<file path="config.mk">
export PLATFORM = sky130hd
export DESIGN_NAME = lif_spike_decoder
export DESIGN_NICKNAME = d
export VERILOG_FILES = /design/src/rtl/lif_spike_dec_pkg.sv /design/src/rtl/lif_isi_timer.sv /design/src/rtl/lif_spike_decoder.sv
export SDC_FILE = /design/constraint.sdc
export NUM_CORES = 1
export LEC_CHECK = 0
export CORE_UTILIZATION = 51
export CTS_CLUSTER_DIAMETER = 100
export CTS_CLUSTER_SIZE = 14
export DETAILED_ROUTE_END_ITERATION = 12
export PLACE_DENSITY_LB_ADDON = 0.05
export SLEW_MARGIN = 20
export SYNTH_ARGS = -nofsm -noshare
export SYNTH_HDL_FRONTEND = slang
export SYNTH_SLANG_ARGS = --single-unit
</file>
<file path="constraint.sdc">
create_clock -name clk -period 3.2 [get_ports clk]
set_input_delay 0.64 -clock clk [delete_from_list [all_inputs] [get_ports clk]]
set_output_delay 0.64 -clock clk [all_outputs]
set_load 0.02 [all_outputs]
</file>
<file path="src/rtl/lif_spike_dec_pkg.sv">
// lif_spike_dec_pkg: shared state type, default widths and saturating increment for the spike decoder.
package lif_spike_dec_pkg;

   typedef enum logic {IDLE, COUNT} dec_state_t;

   localparam int DEF_WIN_W = 16;
   localparam int DEF_CNT_W = 8;
   localparam int DEF_ISI_W = 16;

   // Increment v, holding at the all-ones value of a w-bit field (w <= 32).
   function automatic logic [31:0] sat_inc(input logic [31:0] v, input int unsigned w);
      return (v == (32'hFFFF_FFFF >> (32 - w))) ? v : v + 32'd1;
   endfunction

endpackage

</file>
<file path="src/rtl/lif_isi_timer.sv">
// lif_isi_timer: tracks cycles between spike edges and holds the last completed interval.
module lif_isi_timer
   import lif_spike_dec_pkg::*;
#(
   parameter int ISI_W = DEF_ISI_W
) (
   input  logic             clk,
   input  logic             rst,
   input  logic             clr_i,
   input  logic             edge_i,
   output logic [ISI_W-1:0] isi_last_o
);

   logic             seen_q, seen_d;
   logic [ISI_W-1:0] cnt_q, cnt_d, last_q, last_d, cnt_inc;

   // The interval includes the edge cycle itself, hence cnt+1 on the closing edge.
   always_comb begin
      cnt_inc = ISI_W'(sat_inc(32'(cnt_q), ISI_W));
      seen_d  = !clr_i && (seen_q || edge_i);
      cnt_d   = (clr_i || edge_i) ? '0 : (seen_q ? cnt_inc : cnt_q);
      last_d  = clr_i ? '0 : ((edge_i && seen_q) ? cnt_inc : last_q);
   end

   always_ff @(posedge clk or posedge rst) begin
      if (rst) begin
         seen_q <= 1'b0;
         cnt_q  <= '0;
         last_q <= '0;
      end else begin
         seen_q <= seen_d;
         cnt_q  <= cnt_d;
         last_q <= last_d;
      end
   end

   assign isi_last_o = last_q;

endmodule

</file>
<file path="src/rtl/lif_spike_decoder.sv">
// lif_spike_decoder: decodes a spike train into a per-window firing rate and last inter-spike interval.
// Define LIF_SPIKE_DEC_ISI_EN to build the ISI tracker; otherwise isi is tied to 0.
module lif_spike_decoder
   import lif_spike_dec_pkg::*;
#(
   parameter int WIN_W = DEF_WIN_W,
   parameter int CNT_W = DEF_CNT_W,
   parameter int ISI_W = DEF_ISI_W
) (
   input  logic             clk,
   input  logic             rst,
   input  logic             ena,
   input  logic             spike_in,
   input  logic [WIN_W-1:0] win_len,
   output logic [CNT_W-1:0] rate_count,
   output logic [ISI_W-1:0] isi,
   output logic             out_valid,
   input  logic             out_ready,
   output logic             overrun,
   output logic             busy
);

   localparam logic [WIN_W-1:0] WIN_ONE = WIN_W'(1);

   dec_state_t       state_q, state_d;
   logic [WIN_W-1:0] wc_q, wc_d, len_q, len_d;
   logic [CNT_W-1:0] cnt_q, cnt_d, rate_q, rate_d, cnt_inc;
   logic [ISI_W-1:0] isi_q, isi_d, isi_last;
   logic             spike_q, spike_d, valid_q, valid_d, ovr_q, ovr_d;
   logic             run, spk_edge, last, load;

   // Dropping ena clears the window in the same edge it leaves COUNT.
   always_comb begin
      run      = state_q == COUNT && ena;
      spk_edge = run && spike_in && !spike_q;
      cnt_inc  = spk_edge ? CNT_W'(sat_inc(32'(cnt_q), CNT_W)) : cnt_q;
      last     = run && wc_q == len_q - WIN_ONE;
      load     = last && (!valid_q || out_ready);
      state_d  = ena ? COUNT : IDLE;
      len_d    = ((state_q == IDLE && ena) || last) ? ((win_len == '0) ? WIN_ONE : win_len) : len_q;
      wc_d     = (!run || last) ? '0 : wc_q + WIN_ONE;
      cnt_d    = (!run || last) ? '0 : cnt_inc;
      spike_d  = run ? spike_in : 1'b0;
      rate_d   = load ? cnt_inc : rate_q;
      isi_d    = load ? isi_last : isi_q;
      valid_d  = load || (valid_q && !out_ready);
      ovr_d    = ovr_q || (last && !load);
   end

   always_ff @(posedge clk or posedge rst) begin
      if (rst) begin
         state_q <= IDLE;
         wc_q    <= '0;
         len_q   <= '0;
         cnt_q   <= '0;
         rate_q  <= '0;
         isi_q   <= '0;
         spike_q <= 1'b0;
         valid_q <= 1'b0;
         ovr_q   <= 1'b0;
      end else begin
         state_q <= state_d;
         wc_q    <= wc_d;
         len_q   <= len_d;
         cnt_q   <= cnt_d;
         rate_q  <= rate_d;
         isi_q   <= isi_d;
         spike_q <= spike_d;
         valid_q <= valid_d;
         ovr_q   <= ovr_d;
      end
   end

`ifdef LIF_SPIKE_DEC_ISI_EN
   lif_isi_timer #(.ISI_W(ISI_W)) u_isi (
      .clk        (clk),
      .rst        (rst),
      .clr_i      (!run),
      .edge_i     (spk_edge),
      .isi_last_o (isi_last)
   );
`else
   assign isi_last = '0;
`endif

   assign rate_count = rate_q;
   assign isi        = isi_q;
   assign out_valid  = valid_q;
   assign overrun    = ovr_q;
   assign busy       = state_q == COUNT;

endmodule

</file>
After elaboration in Yosys (flattened, before gate mapping):

Cells that the tools add are included.

* register bits: 52
* output and inout port bits: 27

* add/subtract/negate cells: 3
* eq/ne operators: 2
* mux-type cells: 7
* bitwise logic cells: 1
* reductions and logical operators: 19

Operators with widths (count)
* $mux 16: 2
* $mux 8: 3
* $add 16x1->16 const B: 1
* $eq 16x16->1: 1
* $logic_not 16->1: 1
* $sub 16x1->16 const B: 1
* $add 8x1->8 const B: 1
* $eq 8x8->1 const B: 1
* $logic_and 1x1->1: 8
* $logic_not 1->1: 5
* $logic_or 1x1->1: 5
* $mux 1: 2
* $not 1->1: 1

Longest topological paths before layout:

* depth in word-level cells: 7
* mapped depth: 13

Worst setup path after synthesis:

No wires, ideal clock.

* kind: reg2reg
* start point: reg len_q[0]
* end point: reg cnt_q[0]
* library setup time: 0.122 ns
* arrival: 2.624 ns
* data required time: 3.078 ns
* path slack: 0.454 ns
* cell stages (with the launch flop): 12
* path buffers: 3
* clock period less this slack: 2.746 ns
* path through: dfrtp_1 -> buf_2 -> inv_1 -> ha_1 -> clkbuf_1 -> a31oi_1 -> or4_1 -> nor4_1 -> nor4b_4 -> a21bo_2 -> buf_2 -> nor2_1

* longest elaborated chain between the ends: 5

RTL lines
* start: declaration: line lif_spike_decoder.sv:26 `logic [WIN_W-1:0] wc_q, wc_d, len_q, len_d;`
* start signal: assignment: line lif_spike_decoder.sv:64 `len_q <= len_d;`
* $sub 16x1->16: line lif_spike_decoder.sv:37 `last = run && wc_q == len_q - WIN_ONE;`
* $eq 16x16->1: line lif_spike_decoder.sv:37
* $logic_and 1x1->1: line lif_spike_decoder.sv:37
* $logic_or 1x1->1: line lif_spike_decoder.sv:42 `cnt_d = (!run || last) ? '0 : cnt_inc;`
* $mux 8: line lif_spike_decoder.sv:42
* named net cnt_d[0]: line lif_spike_decoder.sv:27 `logic [CNT_W-1:0] cnt_q, cnt_d, rate_q, rate_d, cnt_inc;`
* end signal: assignment: line lif_spike_decoder.sv:65 `cnt_q <= cnt_d;`
* end: declaration: line lif_spike_decoder.sv:27

The timed path passes the listed nets, and every way through them passes these cells.
A chain may end at the register's enable or synchronous reset.

Worst setup path in the final report:

* start point: reg len_q[0]
* end point: reg wc_q[5]

* longest elaborated chain between the ends: 5

RTL lines
* $sub 16x1->16: line lif_spike_decoder.sv:37
* $eq 16x16->1: line lif_spike_decoder.sv:37
* $logic_and 1x1->1: line lif_spike_decoder.sv:37
* $logic_or 1x1->1: line lif_spike_decoder.sv:41 `wc_d = (!run || last) ? '0 : wc_q + WIN_ONE;`
* $mux 16: line lif_spike_decoder.sv:41
* named net wc_d[5]: line lif_spike_decoder.sv:26
* end signal: assignment: line lif_spike_decoder.sv:63 `wc_q <= wc_d;`
* end: declaration: line lif_spike_decoder.sv:26

The timed path passes the listed nets, and every way through them passes these cells.

==> impl_metrics.csv <==
group,metric,value,unit
run,max_cap_violations,0,
placed_design,io_buffers,31,
power_and_ir_drop,cellLeakagePower,1.58,nW
run_status,status,"finished, final reports clean",
critical_path,worst_setup_path_end_kind,"flip-flop",
sta,skew,0.00922,ns
critical_path,reg2reg_slack,0.24,ns
route,final_antenna_net_count,0,
logic_synthesis,synthAdderAreaFrac,1.14,%
route,firstDrtPassIters,4,
logic_synthesis,muxShareOfSynthArea,3.96,%
grt,grt_pass1_vias,2422,
logic_synthesis,synth_ff_type,"dfrtp_1",
critical_path,worstSetupStartpointType,"flip-flop",
clock_tree,cts_made_buffers,5,
route,drt_wl_total,6920,um
critical_path,r2r_cells,9,
grt,grt_max_degree,28,
cells_and_area,fin_nets,406,
sta,fin_setup_tns,0,ns
sta,final.setup.worst_slack,0.236,ns
floorplanning,ioPinCount,48,
floorplanning,dieHeight,82.3,um
grt,grt_pass1_wl,11300,um
power_and_ir_drop,power_density,366,nW/um^2
grt,grt.overflow.total,0,
cells_and_area,area_growth,12.5,%
logic_synthesis,synth_simple_gate_area_share,27.5,%
clock_tree,ctsResizeCount,0,
floorplanning,die-area,6770,um^2
cells_and_area,fin_area,3690,um^2
sta,maxSlewHeadroom,53.2,%
critical_path,cp.arrival,3.16,ns
floorplanning,initial_utilization,54.2,%
clock_tree,postCtsSetupBuffers,0,
logic_synthesis,synthTopCellsByArea,"dfrtp_1, nand3_1, xnor2_1, nor2_1, buf_4",
clock_tree,cts_max_level,2,
worst_hold_path,min_path_type,"flip-flop to flip-flop",
route,vias_per_cell,5.64,
floorplanning,core,6060,um^2
floorplanning,die-width,82.3,um
logic_synthesis,ys_seq_elements,52,
critical_path,worstPathMaxFanout,24,
clock_tree,clk_pin_slew_worst_paths,0.10,ns
logic_synthesis,synth_cell_type_count,48,
grt,grt_use_total,21.8,%
critical_path,timing.rr.end,"wc_q[5]$_DFF_PP0_",
clock_tree,cts_buffer_depth,2,
clock_tree,cts_sinks,52,
critical_path,cp.required,3.40,ns
worst_hold_path,hold_depth,1,
route,drt_iter0_markers,115,
placed_design,hpwl,5020,um
cells_and_area,antenna_cells,0,
route,via_count,2581,
logic_synthesis,syn_inst,357,
power_and_ir_drop,ir_worst_vdd,0.000209,V
critical_path,path_class,"flip-flop to flip-flop",
sta,period_needed,2.96,ns
logic_synthesis,ys_seq_area_share,39.6,%
logic_synthesis,synth.most_common_cell,"dfrtp_1",
critical_path,startpoint,"len_q[0]$_DFFE_PP0P_",
sta,fmax,337,MHz
logic_synthesis,synthTopCellsByCount,"dfrtp_1, nand3_1, nor2_1, xnor2_1, buf_4",
grt,antenna_found_initial,0,
clock_tree,tritoncts,"yes",
logic_synthesis,synth-xor-area-share,9.60,%
sta,worst_slew_pin_slew,0.702,ns
placed_design,place_area,3590,um^2
sta,setup_violations,0,
floorplanning,row_count,28,
cells_and_area,drive_gt1_share,7.83,%
sta,maxSlewViolCount,0,
logic_synthesis,yosys.area.top_type,"dfrtp_1",
clock_tree,root_buffer,"clkbuf_8",
logic_synthesis,yosysWarnings,0,
logic_synthesis,synth_top_family_by_area,"simple AND/OR/NAND/NOR gates",
critical_path,endpoint,"wc_q[5]$_DFF_PP0_",
logic_synthesis,synth_edf_count,0,
logic_synthesis,synth-compound-area-share,9.18,%
placed_design,gp_congestion,0.835,
route,drc_errors,0,
logic_synthesis,syn_area_per_cell,9.20,um^2
route,avgRoutedWirePerCell,15.1,um
logic_synthesis,synth_area,3290,um^2
placed_design,dp_slack,0.256,ns
clock_tree,clkLatencyLatePin,0.32,ns
logic_synthesis,synth_top_area_share,39.6,%
sta,rsz0062_at_grt,"no",
critical_path,r2r-start,"len_q[0]$_DFFE_PP0P_",
clock_tree,holdBufCountCts,0,
sta,hold_viol_final,0,
logic_synthesis,synthArstFlopShare,100,%
sta,timing.final.crit_share,92.6,%
[stage by stage]
step | hold slack (ns) | std cells | utilization (%) | power [mW]
3_5_place_dp | 0.475 | 450 | 59.3 | 0.952
6_report | 0.494 | 458 | 61.0 | 1.35
4_1_cts | 0.504 | 458 | 60.9 | 1.37
5_1_grt | 0.531 | 458 | 61.0 | 1.42
2_1_floorplan | 0.489 | 372 | - | 0.895
3_3_place_gp | 0.467 | 450 | 59.3 | 0.946
[state kept, by name, summed over array words and instances (netlist names)]
name,count
out_valid,1
busy,1
rate_count,8
overrun,1
cnt_q,8
wc_q,16
spike_q,1
len_q,16
[critical path, stage by stage, from the launching register on]
cell,delay [ns]
dfrtp_1,0.48
inv_1,0.07
ha_1,0.32
xnor2_1,0.12
or4_1,0.51
nor4_1,0.34
nor4b_4,0.45
a21bo_2,0.20
buf_4,0.26
nor2_1,0.09
[layout by cell type (no fill, tap or decap), types with 12 or more instances in the layout]
cell | Yosys | layout
mux2i_1 | 13 | 13
nand2_1 | 14 | 14
a22oi_1 | 15 | 15
dfrtp_1 | 52 | 52
nand3_1 | 42 | 42
nor2_1 | 38 | 38
clkdlybuf4s50_1 | 0 | 31
xor2_1 | 12 | 12
nand3b_1 | 16 | 16
xnor2_1 | 24 | 24
inv_1 | 17 | 16
conb_1 | 1 | 16
[layer usage]
layer,up-vias,wire [um],global-route usage (%)
met1,1254,3260,29.2
met4,0,95,7.19
met3,9,209,3.08
met5,-,0,0
li1,1263,-,-
met2,55,3350,36.3
[cell type report]
cell class	instances	area (um^2)
well taps	75	93.8
clock inverters	3	28.8
repair buffers	41	385
multi-input cells	265	1750
flip-flops and latches	52	1300
clock buffers	5	68.8
fillers	533	2370
inverters	17	63.8
[cells by family (layout without fill, tap and decap cells)]
group                    after synthesis  count (layout)
AO/OA/AOI/OAI                         40              40
XOR/XNOR                              36              36
adder cells (fa/ha/maj)                3               3
buffers and inverters                 55              66
flip-flops                            52              52
multiplexers                          13              13
other                                  1              16
AND/OR/NAND/NOR                      157             157
[worst min-delay path by stage]
stage	startpoint	endpoint	slack, ns
CTS	overrun$_DFF_PP0_	overrun$_DFF_PP0_	0.50
floorplan	wc_q[0]$_DFF_PP0_	wc_q[0]$_DFF_PP0_	0.49
global route	overrun$_DFF_PP0_	overrun$_DFF_PP0_	0.53
detailed placement	overrun$_DFF_PP0_	overrun$_DFF_PP0_	0.47
finish	overrun$_DFF_PP0_	overrun$_DFF_PP0_	0.49
global placement	overrun$_DFF_PP0_	overrun$_DFF_PP0_	0.47
[power by group]
group | internal, mW | leakage (nW) | total (mW) | switching (mW)
sequential | 0.681 | 0.619 | 0.729 | 0.0476
clock | 0.166 | 0.0511 | 0.414 | 0.248
combinational | 0.0937 | 0.907 | 0.211 | 0.117
(Power assumes the default switching activity.)
